<file path="src/rtl/joint_stepper_dds.sv">
// Step/direction generator for one machine joint.
// A phase accumulator turns a signed velocity command into step requests.
// A small FSM then drives the STP/DIR pins within the external driver's timing limits:
// minimum pulse width, minimum low time, and direction setup before a step.
// Optional homing load port: define JOINT_STEPPER_DDS_POS_LOAD_EN to add pos_load/pos_value.
module joint_stepper_dds #(
    parameter int unsigned FREQ_W           = 32,
    parameter int unsigned ACC_W            = 32,
    parameter int unsigned POS_W            = 32,
    parameter int unsigned PULSE_CYCLES     = 50,
    parameter int unsigned SPACE_CYCLES     = 50,
    parameter int unsigned DIR_SETUP_CYCLES = 100
) (
    input  logic              clk,
    input  logic              rst_n,
    input  logic              enable,
    input  logic [FREQ_W-1:0] freq_cmd,
    input  logic              overrun_clr,
`ifdef JOINT_STEPPER_DDS_POS_LOAD_EN
    input  logic              pos_load,
    input  logic [POS_W-1:0]  pos_value,
`endif
    output logic [POS_W-1:0]  position,
    output logic              dir,
    output logic              stp,
    output logic              busy,
    output logic              overrun
);

    localparam int unsigned TMR_MAX_A = (PULSE_CYCLES > SPACE_CYCLES) ? PULSE_CYCLES : SPACE_CYCLES;
    localparam int unsigned TMR_MAX   = (TMR_MAX_A > DIR_SETUP_CYCLES) ? TMR_MAX_A : DIR_SETUP_CYCLES;
    localparam int unsigned TMR_W     = (TMR_MAX > 1) ? $clog2(TMR_MAX) : 1;

    localparam logic [FREQ_W-1:0] FREQ_MOST_NEG = {1'b1, {(FREQ_W-1){1'b0}}};
    localparam logic [FREQ_W-1:0] FREQ_MOST_POS = {1'b0, {(FREQ_W-1){1'b1}}};

    localparam logic [TMR_W-1:0] PULSE_LOAD = TMR_W'(PULSE_CYCLES - 1);
    localparam logic [TMR_W-1:0] SPACE_LOAD = TMR_W'(SPACE_CYCLES - 1);
    localparam logic [TMR_W-1:0] SETUP_LOAD = TMR_W'(DIR_SETUP_CYCLES - 1);

    typedef enum logic [1:0] {
        ST_IDLE       = 2'd0,
        ST_DIR_SETUP  = 2'd1,
        ST_PULSE_HIGH = 2'd2,
        ST_PULSE_LOW  = 2'd3
    } state_e;

    state_e             state_q;
    logic [TMR_W-1:0]   timer_q;
    logic [ACC_W-1:0]   acc_q;
    logic               step_req_q;
    logic               req_dir_q;
    logic [POS_W-1:0]   position_q;
    logic               dir_q;
    logic               stp_q;
    logic               busy_q;
    logic               overrun_q;

    logic               freq_neg_c;
    logic [FREQ_W-1:0]  freq_abs_c;
    logic [ACC_W-1:0]   mag_c;
    logic               want_dir_c;
    logic               run_c;
    logic [ACC_W:0]     acc_sum_c;
    logic               carry_c;
    logic               lost_c;
    logic               idle_req_c;
    logic               start_c;
    logic               reverse_c;
    logic [POS_W-1:0]   pos_step_c;
    logic [TMR_W-1:0]   timer_dec_c;

    // Command magnitude, accumulator sum and FSM launch conditions.
    always_comb begin
        freq_neg_c = freq_cmd[FREQ_W-1];
        freq_abs_c = freq_cmd;
        if (freq_cmd == FREQ_MOST_NEG) begin
            // Two's-complement negation would overflow back to itself.
            freq_abs_c = FREQ_MOST_POS;
        end else if (freq_neg_c) begin
            freq_abs_c = (~freq_cmd) + FREQ_W'(1);
        end
        mag_c       = ACC_W'(freq_abs_c);
        want_dir_c  = ~freq_neg_c;
        run_c       = enable && (freq_cmd != '0);
        acc_sum_c   = {1'b0, acc_q} + {1'b0, mag_c};
        carry_c     = run_c && acc_sum_c[ACC_W];
        lost_c      = carry_c && step_req_q;
        idle_req_c  = (state_q == ST_IDLE) && enable && step_req_q;
        start_c     = idle_req_c && (req_dir_q == dir_q);
        reverse_c   = idle_req_c && (req_dir_q != dir_q);
        pos_step_c  = dir_q ? (position_q + POS_W'(1)) : (position_q - POS_W'(1));
        timer_dec_c = timer_q - TMR_W'(1);
    end

    // Phase accumulator and single-entry step request latch.
    always_ff @(posedge clk or negedge rst_n) begin
        if (!rst_n) begin
            acc_q      <= '0;
            step_req_q <= 1'b0;
            req_dir_q  <= 1'b1;
        end else if (!enable) begin
            acc_q      <= '0;
            step_req_q <= 1'b0;
        end else begin
            if (run_c) begin
                acc_q <= acc_sum_c[ACC_W-1:0];
            end
            if (carry_c && !step_req_q) begin
                step_req_q <= 1'b1;
                req_dir_q  <= want_dir_c;
            end else if (start_c) begin
                step_req_q <= 1'b0;
            end
        end
    end

    // Sticky overrun flag; a new loss beats a simultaneous clear.
    always_ff @(posedge clk or negedge rst_n) begin
        if (!rst_n) begin
            overrun_q <= 1'b0;
        end else begin
            overrun_q <= lost_c || (overrun_q && !overrun_clr);
        end
    end

    // Pin timing FSM with position counter.
    always_ff @(posedge clk or negedge rst_n) begin
        if (!rst_n) begin
            state_q    <= ST_IDLE;
            timer_q    <= '0;
            position_q <= '0;
            dir_q      <= 1'b1;
            stp_q      <= 1'b0;
            busy_q     <= 1'b0;
        end else begin
            case (state_q)
                ST_IDLE: begin
                    if (start_c) begin
                        stp_q      <= 1'b1;
                        position_q <= pos_step_c;
                        timer_q    <= PULSE_LOAD;
                        state_q    <= ST_PULSE_HIGH;
                        busy_q     <= 1'b1;
                    end else if (reverse_c) begin
                        dir_q   <= req_dir_q;
                        timer_q <= SETUP_LOAD;
                        state_q <= ST_DIR_SETUP;
                        busy_q  <= 1'b1;
                    end
                end
                ST_DIR_SETUP: begin
                    // Falls back through IDLE so the step launches one edge later.
                    if (timer_q == '0) begin
                        state_q <= ST_IDLE;
                        busy_q  <= 1'b0;
                    end else begin
                        timer_q <= timer_dec_c;
                    end
                end
                ST_PULSE_HIGH: begin
                    if (timer_q == '0) begin
                        stp_q   <= 1'b0;
                        timer_q <= SPACE_LOAD;
                        state_q <= ST_PULSE_LOW;
                    end else begin
                        timer_q <= timer_dec_c;
                    end
                end
                ST_PULSE_LOW: begin
                    if (timer_q == '0) begin
                        state_q <= ST_IDLE;
                        busy_q  <= 1'b0;
                    end else begin
                        timer_q <= timer_dec_c;
                    end
                end
                default: begin
                    state_q <= ST_IDLE;
                    stp_q   <= 1'b0;
                    busy_q  <= 1'b0;
                end
            endcase
`ifdef JOINT_STEPPER_DDS_POS_LOAD_EN
            // Homing load overrides any step applied on the same edge.
            if (pos_load) begin
                position_q <= pos_value;
            end
`endif
        end
    end

    assign position = position_q;
    assign dir      = dir_q;
    assign stp      = stp_q;
    assign busy     = busy_q;
    assign overrun  = overrun_q;

endmodule

</file>
<file path="config.mk">
export PLATFORM = sky130hd
export DESIGN_NAME = joint_stepper_dds
export DESIGN_NICKNAME = d
export VERILOG_FILES = /design/src/rtl/joint_stepper_dds.sv
export SDC_FILE = /design/constraint.sdc
export NUM_CORES = 1
export LEC_CHECK = 0
export CAP_MARGIN = 25
export CELL_PAD_IN_SITES_DETAIL_PLACEMENT = 1
export CELL_PAD_IN_SITES_GLOBAL_PLACEMENT = 2
export CORE_ASPECT_RATIO = 0.8
export CORE_MARGIN = 8
export CORE_UTILIZATION = 34
export CTS_CLUSTER_DIAMETER = 50
export DETAILED_ROUTE_END_ITERATION = 16
export PLACE_DENSITY_LB_ADDON = 0.1
export SKIP_CTS_REPAIR_TIMING = 1
export SLEW_MARGIN = 25
export SYNTH_ARGS = -nofsm -noshare
export SYNTH_HDL_FRONTEND = slang
export SYNTH_SLANG_ARGS = --single-unit
</file>
<file path="constraint.sdc">
create_clock -name clk -period 3.91 [get_ports clk]
set_input_delay 1.173 -clock clk [delete_from_list [all_inputs] [get_ports clk]]
set_output_delay 1.173 -clock clk [all_outputs]
set_load 0.005 [all_outputs]
</file>
# After elaboration in Yosys (flattened, before gate mapping)
# Index checks and enable logic that the tools add are counted.
[op_classes] addsub=5 eq_ne=13 muxes=24 bitwise_logic=3 reduce_logical=25
[ops] operator="$mux W32" count=5
[ops] operator="$add A32 B1 Y32 const B" count=2
[ops] operator="$add A32 B32 Y33" count=1
[ops] operator="$eq A32 B32 Y1 const B" count=1
[ops] operator="$not A32 Y32" count=1
[ops] operator="$reduce_bool A32 Y1" count=1
[ops] operator="$sub A32 B1 Y32 const B" count=1
[ops] operator="$mux W7" count=4
[ops] operator="$pmux W7 S3" count=1
[ops] operator="$reduce_and A3 Y1" count=4
[ops] operator="$logic_and A1 B1 Y1" count=9
[ops] operator="$mux W2" count=4
[ops] operator="$logic_not A7 Y1" count=1
[ops] operator="$mux W1" count=7
[ops] operator="$sub A7 B1 Y7 const B" count=1
[ops] operator="$ne A2 B2 Y1 const B" count=3
[ops] operator="$pmux W2 S3" count=1
[ops] operator="$reduce_and A2 Y1" count=3
[ops] operator="$eq A2 B2 Y1 const B" count=2
[ops] operator="$ne A2 B1 Y1 const B" count=2
[ops] operator="$pmux W1 S2" count=2
[ops] operator="$reduce_bool A2 Y1" count=2
[ops] operator="$ne A3 B1 Y1 const B" count=1
[ops] operator="$ne A3 B3 Y1 const B" count=1
[ops] operator="other kinds (8)" count=10
[word_totals] regBits=79 in_bits=36 out_inout_bits=36 elab_cells=80

# Depth between registers and ports, before layout
# Gate-level depths: netlist of run 1.
[logic_depth] word_depth=9 depth_mapped=23 depth_no_buf=21

# Worst setup path after synthesis of run 1
# OpenSTA, ideal clock, no wires.
[synth_timing] kind="input to register" start="in freq_cmd[11]" end="reg acc_q[30]" setup_time_ns=0.126 t_arrival_ns=5.399 required_time_ns=3.784 setup_slack_ns=-1.616 path_stages=22 n_path_buf=2 path_cell_list="or4_4 -> or2_4 -> or4_4 -> nor4_2 -> and2b_1 -> buf_4 -> clkbuf_2 -> nand2_1 -> nand2_1 -> ha_1 -> inv_1 -> fa_1 -> nor2b_1 -> o21ai_0 -> a21oi_1 -> o31a_1 -> nand4_1 -> a31oi_1 -> a31oi_1 -> o21ai_0 -> xnor2_1 -> o21ai_0"
[synth_via] elab_chain_len=7 elab_cells_between_ends=11 cone_classes="2 x add/sub; 2 x eq/ne; 4 x mux; 1 x bitwise; 2 x reduce/logical"
[synth_lines] item="start, declared" line="17" text="input logic [FREQ_W-1:0] freq_cmd,"
[synth_lines] item="$not A32 Y32" line="81" text="freq_abs_c = (~freq_cmd) + FREQ_W'(1);"
[synth_lines] item="$add A32 B1 Y32" line="81"
[synth_lines] item="$mux W32" line="80" text="end else if (freq_neg_c) begin"
[synth_lines] item="$mux W32" line="77" text="if (freq_cmd == FREQ_MOST_NEG) begin"
[synth_lines] item="$add A32 B32 Y33" line="86" text="acc_sum_c = {1'b0, acc_q} + {1'b0, mag_c};"
[synth_lines] item="$mux W32" line="106" text="if (run_c) begin"
[synth_lines] item="$mux W32" line="102" text="end else if (!enable) begin"
[synth_lines] item="end signal, assigned" line="107" text="acc_q <= acc_sum_c[ACC_W-1:0];"
[synth_lines] item="end, declared" line="50" text="logic [ACC_W-1:0] acc_q;"
# Parallel ways exist; a longest one is shown, timed or not. The select of a mux whose other input is x is not followed.
# A chain may end at the register's enable or synchronous reset.

# Final worst setup path of run 1
[layout_timing] start="in freq_cmd[12]" end="reg acc_q[30]"
# Same word-level chain as after synthesis.

==> flow_summary.toml, run 1 <==
[status]
outcome = "finished, violations left"
violations = "negative setup slack"

[hold_path]
hold_path.class = "flip-flop to flip-flop"

[placement]
hpwl_um = 19300
gp_congestion = 0.849
io_buffer_count = 71
placedCellCount = 1405

[critical_path]
worstPathRequired_ns = 4.14
crit_type = "input port to flip-flop"
crit_family = "simple AND/OR/NAND/NOR gates"
arrival_ns = 5.63
cpPeakStageDelay_ns = 0.56
crit_slowest_cell = "or4_4"
critPathLaunchType = "input port"
cp-end-kind = "flip-flop"
path_cells = "buf_6 > or4_4 > or2_4 > or4_4 > nor4_4 > and2b_2 > buf_6 > nand2_2 > nand2_1 > ha_2 > inv_2 > fa_2 > nor2b_4 > o21ai_2 > a21oi_2 > o31a_1 > buf_6 > nand4_1 > a31oi_2 > a31oi_1 > o21ai_1 > xnor2_1 > o21ai_0"
path_buf_inv = 4
cp_max_fo = 4
cpMostUsedCell = "buf_6"

[die]
num_rows = 47
die_area_um2 = 25900
die_x_um = 178
num_io_pins = 72
die_h_um = 146
start_util = 0.346
core_um2 = 20600

[finish]
fin_cells = 1438
postLayoutCoreUtil = 0.501
layout_commonest_cell = "buf_4"
nFillCells = 2494
area_growth_pct = 44.6
final_cell_mix = "buf_4, nand2_1, o21ai_0"
antenna_cells = 0
nets = 1267
layout-drive-gt1-share = 0.265

[synthesis]
netlist_area_um2 = 7150
syn_avg_cell_area_um2 = 7.74
syn-num-nets = 1026
synth-seq-cells = 79
synth_warnings = 0
synth_top_cell_area_share = 0.270
synth_area_leaders = "dfrtp_1, ha_1, o21ai_0, nand2_1, a21oi_1"
syn-instance-count = 923
synth_largest_area_cell = "dfrtp_1"
yosysSeqAreaShare = 0.277
synth_cell_types = 65
synthArstFlopShare = 1.00
synth_flop_cell = "dfrtp_1"
synth-edff-count = 0

[drt]
vias = 7672
routed_wl_um = 25100
route.detailed.drc = 0
drt_pass1_iterations = 4
ant_nets = 0
wl_per_cell_um = 17.5
via_per_inst = 5.34
drt_iter0_markers = 328

[clock_network]
htreeDepth = 3
cts_buffer_depth = 2
cts-buffers-inserted = 9
root_buffer = "clkbuf_16"
cts_tree = "yes"
clk_pin_slew_ns = 0.07
clock_latency_ns = 0.35
clock-sinks = 79

[pwr]
intPower_mw = 4.34
power_frac_seq = 0.174
pwr-share-comb = 0.705
peakVddDrop_mv = 0.327
p_sw_mw = 3.47
pwr-share-clk = 0.120
p_leak_nw = 4.69
p_sw_frac = 0.445
power.density_nw_per_um2 = 755

[global_routing]
grt_max_degree = 41
overflow = 0
grt_antenna_before_repair = 0
grt_pass1_wl_um = 40000
grt_pass1_vias = 7691
grt.total_usage = 0.188

[timing]
tightest_slew_ns = 0.594
hold_viol = 0
timing.final.crit_share = 1.38
maxSlewViolCount = 0
setup_viol = 33
finClkSkew_ns = 0.00687
slew-limit-headroom = 0.604
rsz0062_at_grt = "true"
finalCriticalPeriod_ns = 5.40
max_freq_mhz = 185
timing.hold.ws_ns = 0.464
setup_slack_ns = -1.49

[job]
cap_viol_max_count = 0
==> final cells by class <==
type	count	area, um^2	area share
multi-input combinational	781	5350	0.518
timing repair buffer	266	2260	0.218
sequential	79	1980	0.192
tap	269	337	0.0326
clock buffer	13	240	0.0232
inverter	27	101	0.00981
clock inverter	3	68.8	0.00666
==> metrics by stage <==
stage | TNS (ns) | cell area [um^2] | power, mW | setup slack (ns)
6_report | -36.13 | 10300 | 7.81 | -1.49
5_1_grt | -41.32 | 10300 | 8.50 | -1.67
4_1_cts | -42.90 | 9750 | 7.44 | -1.77
3_5_place_dp | -55.31 | 9440 | 6.45 | -2.11
3_3_place_gp | -52.23 | 9440 | 6.35 | -2.06
2_1_floorplan | -29.94 | 7220 | 4.58 | -1.35
==> synth_stat cells, drive strengths merged, types with 8 or more instances <==
library cell  count
a21o             28
a31oi            18
inv              27
nor2             61
a21oi            86
buf              11
nand3            26
o21ai           135
o21bai            8
nand2           143
nor2b            10
dfrtp            77
nor3             13
a211oi            9
xnor2            30
and3             10
o21a              8
or3              10
ha               65
clkbuf           25
or2               8
xor2             35
==> power by group through the flow <==
stage,clock (mW),combinational (mW),sequential (mW)
after floorplan,0,3.27,1.31
after global placement,0,4.98,1.36
after detailed placement,0,5.08,1.37
after CTS,0.964,5.12,1.36
after global routing,0.990,6.10,1.41
final,0.940,5.51,1.36
==> per-layer routing <==
| layer | track usage | vias up | routed length [um] |
|---|---|---|---|
| li1 | - | 3829 | - |
| met1 | 0.280 | 3732 | 13100 |
| met2 | 0.280 | 99 | 11200 |
| met3 | 0.0285 | 12 | 694 |
| met4 | 0.0354 | 0 | 191 |
| met5 | 0 | - | 0 |
==> worst paths after layout <==
kind	startpoint	to	slack [ns]	depth (start not counted)
worst min register to register	position[31]	position[31]	0.46	1
worst min-delay path	position[31]	position[31]	0.46	1
worst max-delay path	freq_cmd[12]	acc_q[30]	-1.49	23
max in group asynchronous	rst_n	acc_q[18]	2.32	2
min in group asynchronous	rst_n	position[11]	0.81	1
worst max register to register	dir	position[26]	0.28	12
==> cell families (layout without fill, tap and decap cells) <==
family	after synthesis	in the layout	synth area share
XOR/XNOR	65	65	0.0797
AO/OA/AOI/OAI	339	339	0.282
flip-flops	79	79	0.277
multiplexers	2	2	0.00315
adder cells (fa/ha/maj)	67	67	0.119
AND/OR/NAND/NOR	308	308	0.199
buffers and inverters	63	309	0.0390
==> sequential cells by signal (all words and copies together) (netlist names) <==
| signal | cells |
|---|---|
| stp | 1 |
| state_q | 2 |
| acc_q | 32 |
| step_req_q | 1 |
| req_dir_q | 1 |
| dir | 1 |
| timer_q | 7 |
| position | 32 |
| busy | 1 |
| overrun | 1 |
(Power assumes the default switching activity.)
==> run 2, diff against run 1 <==
--- a/config.mk
+++ b/config.mk
@@ -13,7 +13,8 @@
 export CORE_UTILIZATION = 34
 export CTS_CLUSTER_DIAMETER = 50
 export DETAILED_ROUTE_END_ITERATION = 16
-export PLACE_DENSITY_LB_ADDON = 0.1
+export GPL_TIMING_DRIVEN = 0
+export PLACE_DENSITY = 0.91
 export SKIP_CTS_REPAIR_TIMING = 1
 export SLEW_MARGIN = 25
 export SYNTH_ARGS = -nofsm -noshare
==> run 2 against run 1 <==
  * The run still ends with negative setup slack left
  * Clock skew rose by 0.0038 ns
  * Die area stayed put
  * Clock-buffer cell count shrank 1
  * Via count decreased by 3.6%
  * Maximum frequency is 5.6% lower
  * Critical endpoint is now acc_q[26]
==> flow_summary.toml, run 2 (synthesized netlist as in run 1, its figures left out) <==
[clock_network]
cts_buffer_depth = 2
clk_pin_slew_ns = 0.07
clock-sinks = 79
root_buffer = "clkbuf_16"
cts_tree = "yes"
cts-buffers-inserted = 9
htreeDepth = 3
clock_latency_ns = 0.35

[critical_path]
critPathLaunchType = "input port"
arrival_ns = 5.96
cp-end-kind = "flip-flop"
crit_type = "input port to flip-flop"
cp_max_fo = 8
timing.rr.start = "dir"
reg2reg_to = "position[26]"
r2r_slack_ns = 0.23
ff2ff_path_depth = 12
worstPathRequired_ns = 4.14

[finish]
area_growth_pct = 31.6
nets = 1145
layout-drive-gt1-share = 0.162
final_cell_mix = "nand2_1, o21ai_0, dfrtp_1"
nFillCells = 2471
layout_commonest_cell = "nand2_1"

[global_routing]
top_usage_layer = "met2"
grt_max_degree = 65
grt_pass1_vias = 7189
grt.total_usage = 0.183
met1_usage = 0.269
met3_usage = 0.0277
grt_antenna_before_repair = 1
overflow = 0
met2_usage = 0.274
grt_pass1_wl_um = 38900

[drt]
wl_per_cell_um = 19.4
vias = 7397
ant_nets = 0
via_per_inst = 5.62
routed_wl_um = 25500
drt_pass1_iterations = 5
route.detailed.drc = 0
drt_iter0_markers = 470

[die]
num_rows = 47
core_um2 = 20600
die_h_um = 146
start_util = 0.346
die_area_um2 = 25900
num_io_pins = 72
die_x_um = 178

[hold_path]
hold_path.class = "flip-flop to flip-flop"
min_path_cells = 1
hold_end = "position[31]"
hp-start = "position[31]"

[timing]
hold_viol = 0
tightest_slew_ns = 0.953
timing.final.crit_share = 1.46
finClkSkew_ns = 0.0107
maxSlewViolCount = 0
max_freq_mhz = 175
timing.hold.ws_ns = 0.471
setup_slack_ns = -1.81
rsz0062_at_grt = "true"
finalCriticalPeriod_ns = 5.72
setup_viol = 34
slew-limit-headroom = 0.365

[pwr]
power_mw = 7.30
p_leak_nw = 4.05
peakVddDrop_mv = 0.273
power.density_nw_per_um2 = 776

[job]
cap_viol_max_count = 0

[placement]
io_buffer_count = 71
gp_congestion = 0.865
hpwl_um = 18200

[status]
outcome = "finished, violations left"
violations = "negative setup slack"
[run 2: cell count changes in the layout (fill, tap and decap cells not counted), sizes merged]
| cell | change |
|---|---|
| buf | -142 |
| clkbuf | +18 |
| dlymetal6s2s | +3 |
| clkdlybuf4s50 | -2 |
| clkinvlp | +2 |
| bufinv | -1 |
| clkinv | +1 |
| diode | +1 |
| inv | -1 |
[run 2: cell type report]
type / count / area, um^2 / area share
Sequential cell: 79 / 1980 / 0.210
Timing Repair Buffer: 111 / 1070 / 0.114
Tap cell: 269 / 337 / 0.0358
Clock inverter: 4 / 53.8 / 0.00572
Clock buffer: 12 / 256 / 0.0273
Multi-Input combinational cell: 781 / 5390 / 0.573
Buffer: 33 / 209 / 0.0222
Inverter: 27 / 104 / 0.0110
Antenna cell: 1 / 2.50 / 0.000266
[run 2: worst max-delay path, stage by stage]
cell       delay (ns)
buf_8            0.10
or4_4            0.56
or2_4            0.29
or4_4            0.58
nor4_4           0.34
and2b_1          0.19
buf_6            0.14
buf_8            0.14
o21ai_0          0.11
o21ai_1          0.28
ha_2             0.36
o21ai_2          0.14
a21oi_2          0.05
o31a_1           0.31
buf_6            0.15
a2111oi_4        0.34
o221ai_2         0.17
nor2_1           0.12
o31a_1           0.17
xor2_1           0.16
o21ai_1          0.07
[run 2: power by group]
group / switching [mW] / internal, mW
combinational: 2.81 / 2.21
clock: 0.384 / 0.532
sequential: 0.245 / 1.12
total: 3.44 / 3.86
[run 2: how the worst max path moves through the flow]
| stage | endpoint | depth (start not counted) | slack (ns) | from |
|---|---|---|---|---|
| after floorplan | acc_q[30] | 22 | -1.35 | freq_cmd[11] |
| after global placement | acc_q[31] | 20 | -3.12 | freq_cmd[11] |
| after detailed placement | acc_q[31] | 20 | -3.12 | freq_cmd[11] |
| after CTS | acc_q[31] | 20 | -2.76 | freq_cmd[11] |
| after global routing | acc_q[26] | 21 | -1.95 | freq_cmd[11] |
| final | acc_q[26] | 21 | -1.81 | freq_cmd[11] |
[run 2: metrics by stage]
| step | worst slack [ns] | TNS (ns) | util | cells | instance area [um^2] |
|---|---|---|---|---|---|
| global route | -1.95 | -49.68 | 0.456 | 1317 | 9410 |
| CTS | -2.76 | -65.42 | 0.417 | 1280 | 8600 |
| floorplan | -1.35 | -29.94 | - | 923 | 7220 |
| detailed placement | -3.12 | -77.87 | 0.402 | 1264 | 8290 |
| finish | -1.81 | -45.39 | 0.456 | 1317 | 9410 |
| global placement | -3.12 | -202.67 | 0.400 | 1263 | 8270 |
[run 2: layer usage]
metal | routed length (um) | vias to the layer above
met1 | 12900 | 3659
met5 | 0 | -
met2 | 11500 | 108
met4 | 432 | 0
li1 | - | 3599
met3 | 709 | 31
